**src/rtl/libv_base_sacc.sv**
```systemverilog
// Saturating accumulator: sums N accepted samples per window with per-step clamping
// in unsigned or two's-complement mode, then emits one registered result and sticky flag.
module libv_base_sacc #(
    parameter int AW   = 5,
    parameter int OW   = 6,
    parameter int N    = 4,
    parameter     MODE = "UNS"
) (
    input  logic          clk,
    input  logic          rst,
    input  logic          ena,
    input  logic          clr,
    input  logic          in_vld,
    input  logic [AW-1:0] in_dat,
    output logic          out_vld,
    output logic [OW-1:0] out_dat,
    output logic          out_sat
);

    localparam int   CW  = (N > 1) ? $clog2(N) : 1;
    localparam logic SGN = (MODE == "SGN");

    if (!(MODE == "UNS" || MODE == "SGN")) begin : g_bad_mode
        $error("libv_base_sacc: MODE must be \"UNS\" or \"SGN\"");
    end
    if (AW < 1 || OW < AW || N < 1) begin : g_bad_size
        $error("libv_base_sacc: require AW >= 1, OW >= AW, N >= 1");
    end

    logic [OW-1:0] acc_q, acc_d;
    logic [CW-1:0] cnt_q, cnt_d;
    logic          sat_st_q, sat_st_d;
    logic          out_vld_q, out_vld_d;
    logic [OW-1:0] out_dat_q, out_dat_d;
    logic          out_sat_q, out_sat_d;

    logic [OW:0]   in_ext;
    logic [OW:0]   acc_ext;
    logic [OW:0]   sum;
    logic [OW-1:0] res;
    logic          clamp;

    // Sum at OW+1 bits, then clamp back to the OW-bit rail for the selected mode.
    always_comb begin
        in_ext  = SGN ? {{(OW+1-AW){in_dat[AW-1]}}, in_dat} : {{(OW+1-AW){1'b0}}, in_dat};
        acc_ext = SGN ? {acc_q[OW-1], acc_q} : {1'b0, acc_q};
        sum     = acc_ext + in_ext;
        clamp   = 1'b0;
        res     = sum[OW-1:0];
        if (SGN) begin
            if (sum[OW] != sum[OW-1]) begin
                clamp = 1'b1;
                res   = sum[OW] ? {1'b1, {(OW-1){1'b0}}} : {1'b0, {(OW-1){1'b1}}};
            end
        end else if (sum[OW]) begin
            clamp = 1'b1;
            res   = {OW{1'b1}};
        end
    end

    always_comb begin
        acc_d     = acc_q;
        cnt_d     = cnt_q;
        sat_st_d  = sat_st_q;
        out_dat_d = out_dat_q;
        out_sat_d = out_sat_q;
        out_vld_d = 1'b0;
        if (clr) begin
            acc_d    = '0;
            cnt_d    = '0;
            sat_st_d = 1'b0;
        end else if (ena && in_vld) begin
            if (cnt_q == CW'(N-1)) begin
                out_dat_d = res;
                out_sat_d = sat_st_q | clamp;
                out_vld_d = 1'b1;
                acc_d     = '0;
                cnt_d     = '0;
                sat_st_d  = 1'b0;
            end else begin
                acc_d    = res;
                cnt_d    = cnt_q + CW'(1);
                sat_st_d = sat_st_q | clamp;
            end
        end
    end

    always_ff @(posedge clk) begin
        if (!rst) begin
            acc_q     <= '0;
            cnt_q     <= '0;
            sat_st_q  <= 1'b0;
            out_vld_q <= 1'b0;
            out_dat_q <= '0;
            out_sat_q <= 1'b0;
        end else begin
            acc_q     <= acc_d;
            cnt_q     <= cnt_d;
            sat_st_q  <= sat_st_d;
            out_vld_q <= out_vld_d;
            out_dat_q <= out_dat_d;
            out_sat_q <= out_sat_d;
        end
    end

    assign out_vld = out_vld_q;
    assign out_dat = out_dat_q;
    assign out_sat = out_sat_q;

endmodule

```
**config.mk**
```make
export PLATFORM = sky130hd
export DESIGN_NAME = libv_base_sacc
export DESIGN_NICKNAME = d
export VERILOG_FILES = /design/src/rtl/libv_base_sacc.sv
export SDC_FILE = /design/constraint.sdc
export NUM_CORES = 1
export LEC_CHECK = 0
export CAP_MARGIN = 20
export CORE_MARGIN = 3
export CORE_UTILIZATION = 53
export DETAILED_ROUTE_END_ITERATION = 10
export PLACE_DENSITY = 0.81
export SYNTH_ARGS = -nofsm -noshare
export SYNTH_HDL_FRONTEND = slang
export SYNTH_SLANG_ARGS = --single-unit
```
**constraint.sdc**
```tcl
create_clock -name clk -period 3.6 [get_ports clk]
set_clock_uncertainty 0.15 [all_clocks]
set_input_delay 0.54 -clock clk [delete_from_list [all_inputs] [get_ports clk]]
set_output_delay 0.54 -clock clk [all_outputs]
set_load 0.03 [all_outputs]
```
======== Word level (Yosys, flattened, before mapping) ========
Cells that the tools add are included.
word-level totals
  logic and storage cells ................. 23
  output and inout bits ................... 8
  ROM bits ................................ 0
  memories ................................ 0
  input bits .............................. 10
  flip-flop bits (word level) ............. 17
  bits in writable memories ............... 0
  bits in latches ......................... 0
cells by class
  mux-type cells .......................... 6
  reductions and logical operators ........ 4
  add/subtract/negate cells ............... 2
  equal/unequal tests ..................... 1
  $lt $le $gt $ge ......................... 0
  multiply operators ...................... 0
  div/mod/pow operators ................... 0
  bitwise gates (word level) .............. 4
  shift operators ......................... 0
operators with widths
  operator             count
  $mux 6               2
  $add 6x5->7          1
  $mux 1               3
  $not 1->1            3
  $reduce_and 3->1     1
  $reduce_or 3->1      1
  $add 2x1->2 const B  1
  $eq 2x2->1 const B   1
  $mux 2               1
  $reduce_or 2->1      1
  $logic_and 1x1->1    1
  $or 1x1->1           1

======== Logic depth before layout (Yosys ltp) ========
Gate-level depths: netlist of run 1.
  depth after elaboration ................. 4
  depth in mapped cells ................... 6
  mapped depth without buffers ............ 6

======== Worst setup path after synthesis of run 1 ========
OpenSTA, ideal clock, no wires.
  path kind ............................... in2reg
  start ................................... input in_dat[0]
  end ..................................... register out_dat_q[4], in the netlist out_dat[4]
  setup slack ............................. 1472 ps
  stages on the path ...................... 6
  path buffers ............................ 0
  required time ........................... 3321 ps
  library setup time ...................... 129 ps
  data arrival time ....................... 1850 ps
  path through ............................ ha_1 > fa_1 > a21oi_2 > nor3b_1 > a211oi_1 > o22ai_1
on the way
  word-level cells in the longest chain between the ends .. 2
RTL lines
  item                    RTL line  RTL
  start: declaration      14        input logic [AW-1:0] in_dat,
  $add 6x5->7             47        sum = acc_ext + in_ext;
  $mux 6                  55        end else if (sum[OW]) begin
  end signal: assignment  101       out_dat_q <= out_dat_d;
  end: declaration        34        logic [OW-1:0] out_dat_q, out_dat_d;
Every way passes these cells.
A chain may end at the register's enable or synchronous reset.

======== Worst setup path in the final report of run 1 ========
  start ................................... input in_dat[0]
  end ..................................... register acc_q[3]
on the way
  word-level cells in the longest chain between the ends .. 3
RTL lines
  item                    RTL line  RTL
  $add 6x5->7             47
  $mux 6                  55
  $mux 6                  73        if (cnt_q == CW'(N-1)) begin
  end signal: assignment  90        acc_q <= '0;
  end signal: assignment  97        acc_q <= acc_d;
  end: declaration        30        logic [OW-1:0] acc_q, acc_d;
Every way passes these cells.

==> results of run 1 <==
-- state kept, by name, summed over array words and instances (netlist names) --
| register | flops |
|---|---|
| acc_q | 6 |
| cnt_q | 2 |
| out_dat | 6 |
| out_sat | 1 |
| out_vld | 1 |
| sat_st_q | 1 |
-- per-layer routing --
metal / vias up / track usage [%]
met1: 393 / 23.6
met3: 2 / 5.64
met2: 22 / 29.8
met4: 0 / 3.23
li1: 416 / -
met5: - / 0
-- area by class of cell --
cell class / instances / area, um2
clock inverter: 1 / 5.00
tap: 16 / 20.0
clock buffer: 3 / 22.5
timing repair buffer: 17 / 170
sequential: 17 / 340
fill: 138 / 469
multi-input combinational: 78 / 542
inverter: 2 / 7.51
-- how the worst min path moves through the flow --
stage	start	to	slack [ps]	depth (start not counted)
CTS	acc_q[2]$_SDFFE_PP0P_	acc_q[2]$_SDFFE_PP0P_	320	2
global route	out_dat[5]$_SDFFE_PN0P_	out_dat[5]$_SDFFE_PN0P_	350	2
finish	acc_q[2]$_SDFFE_PP0P_	acc_q[2]$_SDFFE_PP0P_	310	2
global placement	acc_q[0]$_SDFFE_PP0P_	acc_q[0]$_SDFFE_PP0P_	300	2
detailed placement	acc_q[2]$_SDFFE_PP0P_	acc_q[2]$_SDFFE_PP0P_	310	2
floorplan	acc_q[4]$_SDFFE_PP0P_	acc_q[4]$_SDFFE_PP0P_	280	2
-- cells by family after synthesis --
family                   after synthesis  synth area share [%]
AO/OA/AOI/OAI                         37                  27.8
AND/OR/NAND/NOR                       32                  18.4
flip-flops                            17                  36.8
buffers and inverters                  8                  4.73
adder cells (fa/ha/maj)                7                  10.3
XOR/XNOR                               1                 0.946
multiplexers                           1                  1.08
-- metrics by stage --
step           utilization [%]  std cells  hold slack [ps]  cell area, um2
5_1_grt                   70.2        134              346            1110
2_1_floorplan                -        103              281             926
4_1_cts                   70.2        134              320            1110
3_5_place_dp              68.5        130              305            1080
6_report                  70.2        134              313            1110
3_3_place_gp              68.5        130              295            1080
-- worst register-to-register path: cells and delay by family (launching register included) --
family / cells / cell delay [ps]
AOI/OAI and AO/OA: 3 / 660
adders and majority gates: 2 / 650
DFF: 1 / 330
and+or+nand+nor: 1 / 90
-- cell usage after synthesis --
master,count
nand2b_1,1
o22ai_1,2
clkbuf_2,1
fa_1,1
xor2_1,1
nand3_2,1
o311ai_0,1
a311oi_2,1
a211oi_1,1
buf_6,1
a221oi_1,1
clkbuf_1,2
and4b_1,1
o41ai_2,1
a21o_1,2
dfxtp_1,17
nand3_1,3
nor2_1,7
nand4_1,1
buf_2,1
o211ai_1,1
nand2_1,9
a21oi_1,13
nor3_1,6
a211o_1,2
nor3b_4,1
a22oi_1,1
o211ai_4,1
o21ai_0,8
nand2_2,1
nor3b_1,1
buf_4,1
a21oi_2,1
mux2i_1,1
inv_1,2
a31oi_1,1
ha_1,6
-- power groups by stage --
stage / sequential [uW] / clock (uW) / combinational (uW)
global route: 192 / 117 / 52.4
CTS: 191 / 106 / 47.1
finish: 191 / 106 / 47.2
floorplan: 195 / 0 / 30.5
detailed placement: 196 / 0 / 46.8
global placement: 195 / 0 / 45.5
==> results.yml, run 1 <==
floorplanning:
  placement_rows: 14
  fp.coreArea_mm2: 0.00158
  start_util_pct: 58.7
  ioPinCount: 18
  die_y_um: 47.8
  die_area_mm2: 0.00228
  die_w_um: 47.8
clock_tree:
  numCtsBuffers: 3
  root_buffer: "clkbuf_4"
  cts_resized: 0
  cts_tree: "yes"
  clk_pin_slew_ps: 100
  holdBufCountCts: 0
  cts_num_sinks: 17
  cts-htree-levels: 1
  clk_latency_ps: 300
  clk_path_buf_depth: 2
  post_cts_buffers: 0
critical_path:
  r2r_start: "acc_q[0]$_SDFFE_PP0P_"
  cp.arrival_ps: 2390
  crit_buf_inv: 1
  crit_cells: 7
  endpoint_kind: "flip-flop"
  start_kind: "primary input"
  worstPathRequired_ps: 3620
  crit_path_start: "in_dat[0]"
  critPathSlowestCell: "fa_1"
  reg2reg_depth: 6
  cpLargestDelayFamily: "adder cells"
  ff2ff_setup_slack_ps: 1580
  critPathMaxStageDelay_ps: 440
  crit_path_max_fanout: 10
  cp_cell_sequence: "clkdlybuf4s50_1 -> ha_1 -> fa_1 -> a21oi_2 -> o211ai_4 -> a221oi_1 -> nor3_1"
  crit_end: "acc_q[3]$_SDFFE_PP0P_"
  path_class: "primary input to flip-flop"
  reg2reg_to: "acc_q[3]$_SDFFE_PP0P_"
place:
  dp_hpwl_mm: 1.52
  gp_congestion: 0.790
  portBuffers: 17
  preCtsSetupSlack_ps: 900
timing:
  final-hold-violation-count: 0
  max-slew-margin-rel_pct: 66.7
  maxSlewViolCount: 0
  worst_pin_slew_ps: 499
  setup_tns_ps: 0
  post-route-period-util_pct: 65.8
  max_freq_mhz: 422
  fin_ws_ps: 1230
  min_period_ps: 2370
  rsz0062_at_grt: "no"
  setup_viol: 0
logic_synthesis:
  yosysTopAreaCell: "dfxtp_1"
  syn_area_per_cell_um2: 8.99
  yosys_warnings: 0
  yosysTopAreaCellShare_pct: 36.8
  ys_seq_area_share_pct: 36.8
  yosys_register_bits: 17
  synth_cell_types: 37
  synth_area_um2: 926
  synth_cells: 103
  synthTopCellsByArea: "dfxtp_1, ha_1, a21oi_1"
  synth_nets: 120
power_and_ir_drop:
  p_leak_uw: 0.000438
  powerDensity_mw_per_mm2: 311
  switching_share_pct: 26.6
  p_total_uw: 344
  netSwitchingPower_uw: 91.5
  power_frac_clock_pct: 30.7
  p_seq_share_pct: 55.6
  max-vdd-ir-drop_uv: 194
  p_comb_share_pct: 13.7
  internal_power_uw: 253
routing:
  totalWireLength_mm: 1.97
  highest_layer: "met4"
  route.detailed.drc: 0
  antenna_left: 0
  drt_pre_antenna_iters: 4
  wl_met1_um: 850
  wl_met3_um: 83
  via_per_inst: 6.22
  num_vias: 833
  dr_wl_met2_mm: 1.02
  routedWlPerCell_um: 14.7
  first_iter_violations: 16
run:
  drv_cap: 0
grt:
  grt_pass1_wl_mm: 2.88
  grt_max_degree: 15
  grt_overflow: 0
  antenna_found_initial: 0
  grt_usage_pct: 18.1
  grt_pass1_vias: 655
final_layout:
  area_delta_synth_final_pct: 19.6
  drive_gt1_share_pct: 9.32
  diodes: 0
  final_cell_mix: "dfxtp_1, clkdlybuf4s50_1, a21oi_1"
  fin_nets: 136
outcome:
  status: "finished clean"
hold_path:
  hp-class: "flip-flop to flip-flop"
(Power assumes the default switching activity.)
==> run 2: changes to the inputs <==
Settings changed: CORE_UTILIZATION 53 to 45, PLACE_DENSITY 0.81 to 0.74.
Clock period 3.6 ns to 1.91 ns, I/O delays scaled along.
==> results.yml, run 2 (same netlist as run 1, synthesis figures left out) <==
outcome:
  status: "finished clean"
floorplanning:
  placement_rows: 15
  die_y_um: 51.4
  fp.coreArea_mm2: 0.00184
  die_area_mm2: 0.00264
  ioPinCount: 18
  start_util_pct: 50.3
  die_w_um: 51.4
routing:
  via_per_inst: 5.58
  num_vias: 881
  route.detailed.drc: 0
  antenna_left: 0
  first_iter_violations: 14
  routedWlPerCell_um: 14.1
  drt_pre_antenna_iters: 4
  totalWireLength_mm: 2.22
clock_tree:
  cts-htree-levels: 1
  clk_path_buf_depth: 2
  clk_latency_ps: 290
  holdBufCountCts: 0
  numCtsBuffers: 3
  clk_pin_slew_ps: 100
  cts_num_sinks: 17
  root_buffer: "clkbuf_4"
  cts_tree: "yes"
timing:
  worst_pin_slew_ps: 445
  max-slew-margin-rel_pct: 70.3
  setup_viol: 0
  rsz0062_at_grt: "no"
  post-route-period-util_pct: 97.2
  maxSlewViolCount: 0
  min_period_ps: 1860
  final-hold-violation-count: 0
  max_freq_mhz: 539
hold_path:
  hp-class: "flip-flop to flip-flop"
  min_to: "cnt_q[1]$_SDFFE_PP0P_"
  min_path_cells: 2
  hold_start: "cnt_q[1]$_SDFFE_PP0P_"
final_layout:
  stdcell_area_mm2: 0.00128
  final_cell_mix: "dfxtp_1, clkdlybuf4s50_1, buf_4"
  diodes: 0
  final_common_cell: "dfxtp_1"
  fin_nets: 151
  area_delta_synth_final_pct: 38.5
  fill_cells: 161
  drive_gt1_share_pct: 25.6
place:
  postPlaceCellArea_mm2: 0.00120
  gp_congestion: 0.862
  portBuffers: 17
  dp_hpwl_mm: 1.69
grt:
  grt_pass1_vias: 813
  grt_max_degree: 15
  grt_pass1_wl_mm: 3.63
  grt_overflow: 0
  grt_usage_pct: 18.3
  antenna_found_initial: 0
critical_path:
  r2r_start: "acc_q[0]$_SDFFE_PP0P_"
  reg2reg_depth: 7
  worstPathRequired_ps: 1940
  ff2ff_setup_slack_ps: 70
  endpoint_kind: "flip-flop"
  start_kind: "primary input"
  path_class: "primary input to flip-flop"
  cp.arrival_ps: 1880
  crit_path_max_fanout: 6
  reg2reg_to: "out_dat[1]$_SDFFE_PN0P_"
power_and_ir_drop:
  p_total_uw: 677
  powerDensity_mw_per_mm2: 528
  max-vdd-ir-drop_uv: 454
  p_leak_uw: 0.000529
run:
  drv_cap: 0
-- run 2: worst max-delay path by stage --
stage	startpoint	end	slack, ps	cells after the start
global route	in_dat[4]	acc_q[4]$_SDFFE_PP0P_	1	8
CTS	acc_q[0]$_SDFFE_PP0P_	out_dat[4]$_SDFFE_PN0P_	10	7
global placement	in_dat[0]	out_dat[4]$_SDFFE_PN0P_	-450	8
floorplan	in_dat[0]	out_dat[4]$_SDFFE_PN0P_	40	6
detailed placement	in_dat[0]	acc_q[4]$_SDFFE_PP0P_	-500	8
finish	in_dat[4]	acc_q[4]$_SDFFE_PP0P_	50	7
-- run 2: timing repair --
item | in CTS | in global routing
setup endpoints to repair | 14 | 7
buffers inserted | 1 | 0
endpoints found under the hold margin | 0 | 0
pin swaps | 4 | 4
resized for setup | 9 | 5
-- run 2: power breakdown --
| group | internal (uW) | switching [uW] |
|---|---|---|
| Clock | 77.9 | 120 |
| Sequential | 358 | 3.12 |
| Combinational | 59.4 | 57.6 |
-- run 2: routing by layer --
layer	vias up	track usage (%)	part of all wire [%]
li1	444	-	-
met1	407	20.5	43
met2	22	32.4	51
met3	8	3.79	3.9
met4	0	9.17	2.5
met5	-	0	0
-- run 2: critical path: stages --
cell and delay, ps:
clkdlybuf4s50_1 410, ha_2 390, mux2i_1 230, o311ai_2 130, a211oi_2 220, buf_4 150
o41ai_2 60
-- run 2: area by class of cell --
class                           instances  area [um2]  share of cell area [%]
Clock buffer                            3        22.5                    1.76
Clock inverter                          1        5.00                   0.390
Inverter                                2        7.51                   0.585
Multi-Input combinational cell         78         591                    46.0
Sequential cell                        17         342                    26.6
Tap cell                               25        31.3                    2.44
Timing Repair Buffer                   32         284                    22.1
-- run 2: per-stage QoR --
stage / setup TNS, ps / setup slack (ps) / util, % / hold slack (ps) / instances
after floorplan: 0 / 35.1 / - / 260 / 103
after global placement: -5290 / -452 / 65.0 / 297 / 153
after detailed placement: -5920 / -501 / 65.0 / 314 / 153
after CTS: 0 / 10.2 / 68.7 / 333 / 158
after global routing: 0 / 1.27 / 69.7 / 345 / 158
final: 0 / 53.7 / 69.7 / 325 / 158
